### src/rtl/bcd_converter.sv
// Purpose : binary-to-BCD converter (sequential double-dabble) with per-digit one-hot decode and leading-zero blanking.
// Latency : result valid exactly WIDTH clk edges after the accepting edge.
// Backpressure: single-entry; in_ready only while idle, result held in DONE until out_ready.
// Ports   : clk/rst_n (async active-low), in_valid/in_ready/bin_in (input handshake),
//           out_valid/out_ready (result handshake), bcd_out (digit 0 in [3:0]),
//           onehot_out (bit 10*i+d for digit i == d), blank_out (leading-zero flags).
module bcd_converter #(
  parameter int WIDTH  = 8,
  parameter int DIGITS = 3
) (
  input  logic                  clk,
  input  logic                  rst_n,
  input  logic                  in_valid,
  output logic                  in_ready,
  input  logic [WIDTH-1:0]      bin_in,
  output logic                  out_valid,
  input  logic                  out_ready,
  output logic [4*DIGITS-1:0]   bcd_out,
  output logic [10*DIGITS-1:0]  onehot_out,
  output logic [DIGITS-1:0]     blank_out
);

  function automatic longint pow10(input int n);
    longint r;
    r = 1;
    for (int k = 0; k < n; k++) r = r * 10;
    return r;
  endfunction

  // The digit count must cover the largest binary value, otherwise the
  // top digit would overflow during the final shift.
  generate
    if (WIDTH < 4 || WIDTH > 20 || pow10(DIGITS) <= ((longint'(1) << WIDTH) - 1)) begin : g_cfg_bad
      $error("bcd_converter: WIDTH must be 4..20 and 10**DIGITS must exceed 2**WIDTH-1");
    end
  endgenerate

  localparam int CW = $clog2(WIDTH + 1);
  localparam int SW = 4 * DIGITS + WIDTH;

  typedef enum logic [1:0] {IDLE, SHIFT, DONE} state_t;

  state_t                state_q, state_d;
  logic [CW-1:0]         cnt_q, cnt_d;
  logic [WIDTH-1:0]      bin_q, bin_d;
  logic [4*DIGITS-1:0]   scr_q, scr_d;
  logic [4*DIGITS-1:0]   bcd_q, bcd_d;
  logic [4*DIGITS-1:0]   adj;
  logic [SW-1:0]         sh;

  always_ff @(posedge clk or negedge rst_n) begin
    if (!rst_n) begin
      state_q <= IDLE;
      cnt_q   <= '0;
      bin_q   <= '0;
      scr_q   <= '0;
      bcd_q   <= '0;
    end else begin
      state_q <= state_d;
      cnt_q   <= cnt_d;
      bin_q   <= bin_d;
      scr_q   <= scr_d;
      bcd_q   <= bcd_d;
    end
  end

  always_comb begin
    state_d = state_q;
    cnt_d   = cnt_q;
    bin_d   = bin_q;
    scr_d   = scr_q;
    bcd_d   = bcd_q;

    // Double-dabble correction: any digit >= 5 would become >= 10 after
    // the doubling shift, so pre-add 3 to carry it into the next digit.
    adj = scr_q;
    for (int i = 0; i < DIGITS; i++) begin
      if (scr_q[4*i +: 4] >= 4'd5) adj[4*i +: 4] = scr_q[4*i +: 4] + 4'd3;
    end
    sh = {adj, bin_q} << 1;

    case (state_q)
      IDLE: begin
        if (in_valid) begin
          bin_d   = bin_in;
          scr_d   = '0;
          cnt_d   = CW'(WIDTH);
          state_d = SHIFT;
        end
      end
      SHIFT: begin
        scr_d = sh[SW-1:WIDTH];
        bin_d = sh[WIDTH-1:0];
        cnt_d = cnt_q - CW'(1);
        // Last step: publish the finished scratch on the same edge.
        if (cnt_q == CW'(1)) begin
          bcd_d   = sh[SW-1:WIDTH];
          state_d = DONE;
        end
      end
      DONE: begin
        if (out_ready) state_d = IDLE;
      end
      default: state_d = IDLE;
    endcase
  end

  assign in_ready  = (state_q == IDLE);
  assign out_valid = (state_q == DONE);
  assign bcd_out   = bcd_q;

  // Decode depends only on the registered result, never on inputs.
  logic zero_run;
  always_comb begin
    zero_run   = 1'b1;
    blank_out  = '0;
    onehot_out = '0;
    for (int i = DIGITS - 1; i >= 0; i--) begin
      zero_run     = zero_run & (bcd_q[4*i +: 4] == 4'd0);
      blank_out[i] = (i > 0) && zero_run;
    end
    for (int i = 0; i < DIGITS; i++) begin
      if (!blank_out[i]) onehot_out[10*i + int'(bcd_q[4*i +: 4])] = 1'b1;
    end
  end

endmodule

### config.mk
export PLATFORM = sky130hd
export DESIGN_NAME = bcd_converter
export DESIGN_NICKNAME = d
export VERILOG_FILES = /design/src/rtl/bcd_converter.sv
export SDC_FILE = /design/constraint.sdc
export NUM_CORES = 1
export LEC_CHECK = 0
export CAP_MARGIN = 20
export CORE_AREA = 2 2 69 98
export CTS_BUF_LIST = sky130_fd_sc_hd__clkbuf_4 sky130_fd_sc_hd__clkbuf_8 sky130_fd_sc_hd__clkbuf_16
export DETAILED_ROUTE_END_ITERATION = 7
export DIE_AREA = 0 0 71 100
export PLACE_DENSITY = 0.65
export SLEW_MARGIN = 30
export SYNTH_ARGS = -nofsm -noshare
export SYNTH_HDL_FRONTEND = slang
export SYNTH_SLANG_ARGS = --single-unit
### constraint.sdc
create_clock -name clk -period 2.88 [get_ports clk]
set_clock_uncertainty 0.2 [all_clocks]
set_input_delay 0.288 -clock clk [delete_from_list [all_inputs] [get_ports clk]]
set_output_delay 0.288 -clock clk [all_outputs]
set_load 0.005 [all_outputs]
==> results <==
## layer usage
metal  wire length, µm  global-route usage (%)
met3               289                    2.71
met1              2300                    19.0
met2              3210                    33.7
met5                 0                       0
met4               133                    7.40
## sequential cells by signal, indices dropped and copies added (netlist names)
register and flops:
scr_q 12, state_q 2, bin_q 8, bcd_out 12
cnt_q 4
## power by group
group / internal (mW) / total, mW / switching, mW
Combinational: 1.08 / 2.06 / 0.981
Clock: 0.185 / 0.353 / 0.168
Sequential: 0.772 / 1.06 / 0.290
Total: 2.03 / 3.47 / 1.44
## layout make-up
type / instances / share of cell area (%)
timing repair buffer: 64 / 19.8
clock buffer: 7 / 2.66
multi-input combinational: 209 / 43.1
inverter: 11 / 1.31
tap: 74 / 2.94
sequential: 38 / 30.2
## metrics by stage
stage          setup WS, ps  hold WS, ps  utilization, %  area (µm²)  std cells
5_1_grt                24.4          319            49.7        3150        403
4_1_cts                31.8          309            49.5        3140        403
3_3_place_gp            459          246            48.0        3050        395
3_5_place_dp            350          251            48.0        3050        395
2_1_floorplan           851         -208               -        2420        272
6_report                100          305            49.7        3150        403
## worst register-to-register path, stage by stage, from the launching register on
cell and delay (ps):
dfrtp_1 720, and2b_1 270, nand2_2 280, mux2_2 390
## cell families after synthesis
kind of cell | count (synthesis) | share of synthesized area [%]
AND/OR/NAND/NOR | 91 | 20.0
other | 1 | 0.155
XOR/XNOR | 3 | 1.09
adder cells (fa/ha/maj) | 13 | 6.73
AO/OA/AOI/OAI | 89 | 22.5
buffers and inverters | 25 | 4.76
flip-flops | 38 | 39.3
multiplexers | 12 | 5.48
## layout by cell type (no fill, tap or decap), types with 3 or more instances in the layout
cell / netlist / routed
nand3b_1: 3 / 3
dfrtp_1: 38 / 37
o22ai_1: 17 / 17
nand2_1: 33 / 33
inv_1: 11 / 11
a22oi_1: 7 / 7
nor3b_1: 8 / 7
a21oi_1: 17 / 17
a22o_1: 7 / 7
xnor2_1: 3 / 3
ha_1: 13 / 12
mux2_2: 7 / 7
o21ai_1: 2 / 3
nor2_1: 7 / 7
nand3_1: 4 / 4
o21ai_0: 33 / 32
nor2b_1: 10 / 10
buf_4: 1 / 7
clkdlybuf4s50_1: 0 / 56
mux2i_1: 4 / 4
nand2b_1: 15 / 15
clkbuf_8: 0 / 5
## how the worst max path moves through the flow
stage,start,end,slack [ps]
final,bcd_out[6]$_DFFE_PN0P_,onehot_out[8],100
after global routing,bcd_out[10]$_DFFE_PN0P_,onehot_out[14],20
after CTS,bcd_out[10]$_DFFE_PN0P_,onehot_out[22],30
after detailed placement,bcd_out[10]$_DFFE_PN0P_,onehot_out[22],350
after global placement,bcd_out[10]$_DFFE_PN0P_,onehot_out[22],460
after floorplan,bcd_out[6]$_DFFE_PN0P_,onehot_out[10],850
## repair_timing
| item | 4_1_cts | 5_1_grt |
|---|---|---|
| endpoints found under the hold margin | 38 | 0 |
| hold buffers | 1 | 0 |
| endpoints found under the setup margin | 0 | 10 |
| gates resized for setup | 0 | 4 |
==> impl_metrics.ini <==
[run_status]
status = finished, final reports clean

[power_and_ir_drop]
power.static_leakage_nw = 1.30
power_per_cell_area_nw_per_um2 = 1100
worst_ir_drop_vdd_uv = 415
fin_total_pwr_mw = 3.47

[drt]
wirelength_um = 5940
ant_nets = 0
initialDrtViolationCount = 51
vias_per_cell = 5.44
firstDrtPassIters = 4
routed-via-count = 2192
avg_wl_per_cell_um = 14.7
drc = 0

[timing]
setup_repair_after_global_routing_missed_its_margin = false
tightestPinTransition_ps = 710
timing.final.crit_share_pct = 96.5
finalSetupViolCount = 0
hold_viol = 0
final.setup.tns_ps = 0
timing_max_transition_violations_final = 0
slew_headroom_pct = 52.6
period_minus_slack_ps = 2780
fmaxAchievable_ghz = 0.360

[critical_path]
critPathRequiredTime_ps = 2390
worst_path_max_delay_cell = clkdlybuf4s50_1
r2r_cells = 3
r2r-end = bcd_out[11]$_DFFE_PN0P_
path_max_fanout = 6
worst_path_class_setup = reg -> out
reg2reg_slack_ps = 910
worst_r2r_startpoint = state_q[1]$_DFFE_PN0P_
setup.worst_path.end_class = primary output
critical_path_arrival_ps = 2290
timing.critical_path.depth = 4
start_kind = flip-flop
cpPeakStageDelay_ps = 540
critical_path.cell_chain = ha_1, or3b_2, o22ai_1, clkdlybuf4s50_1
crit_buf_inv = 1
path_delay_family = buffers and inverters

[floorplan]
std_cell_rows = 35
coreArea_um2 = 6350
die-width_um = 71
die-area_um2 = 7100
floorplan.initialDensity_pct = 38.1
dieHeight_um = 100
ios = 59

[synth]
yosysWarnings = 0
synthTopCellsByCount = dfrtp_1 (38), nand2_1 (33), o21ai_0 (33), a21oi_1 (17), o22ai_1 (17)
syn_avg_cell_area_um2 = 8.89
synthMostInstantiatedCell = dfrtp_1
synthesis.nets = 297
synth_cells = 272
async_reset_ff_share_pct = 100
postSynth.topFlopCell = dfrtp_1
netlist.top_cell.by_area = dfrtp_1
netlist_cell_types = 38
ys_seq_elements = 38
synth_seq_area_share_pct = 39.3
synth-edff-count = 0
ys_top_cells_by_area = dfrtp_1 (39%), o21ai_0 (6.8%), ha_1 (6.7%), nand2_1 (5.1%), o22ai_1 (4.4%)
syn-cell-area_um2 = 2420
post-synth-top-area-fraction_pct = 39.3

[clock_network]
post_cts.repair.setup_buffers = 0
numCtsBuffers = 5
cts-htree-levels = 2
cts_tree = built
cts.sinks = 38
cts.clk_slew.worst_paths_ps = 70
cts.root.buffer_cell = clkbuf_8
clock_insertion_delay_worst_skew_ps = 280
clk_path_buf_depth = 2

[place]
gp_routability_congestion = 1.04
io_buffer_count = 57
detailed_place_hpwl_um = 4510

[finish]
layout.area.seq_um2 = 952
multi_input_area_um2 = 1360
syn_to_final_growth_pct = 30.4
fin_nets = 354
drive_above_1_share_pct = 9.73
final.fill_count = 616
n_antenna_cell = 0

[worst_hold_path]
hold_path_class = in -> async

[grt]
grt_first_pass_wirelength_um = 10100
grt_pass1_vias = 2132
globalRouteOverflowTotal = 0
gr-usage-all-layers_pct = 17.7
grt_antenna_before_repair = 0
grt_max_degree = 39

[job]
cap_violations = 0
Note: power is estimated with default switching activity, not from simulation.
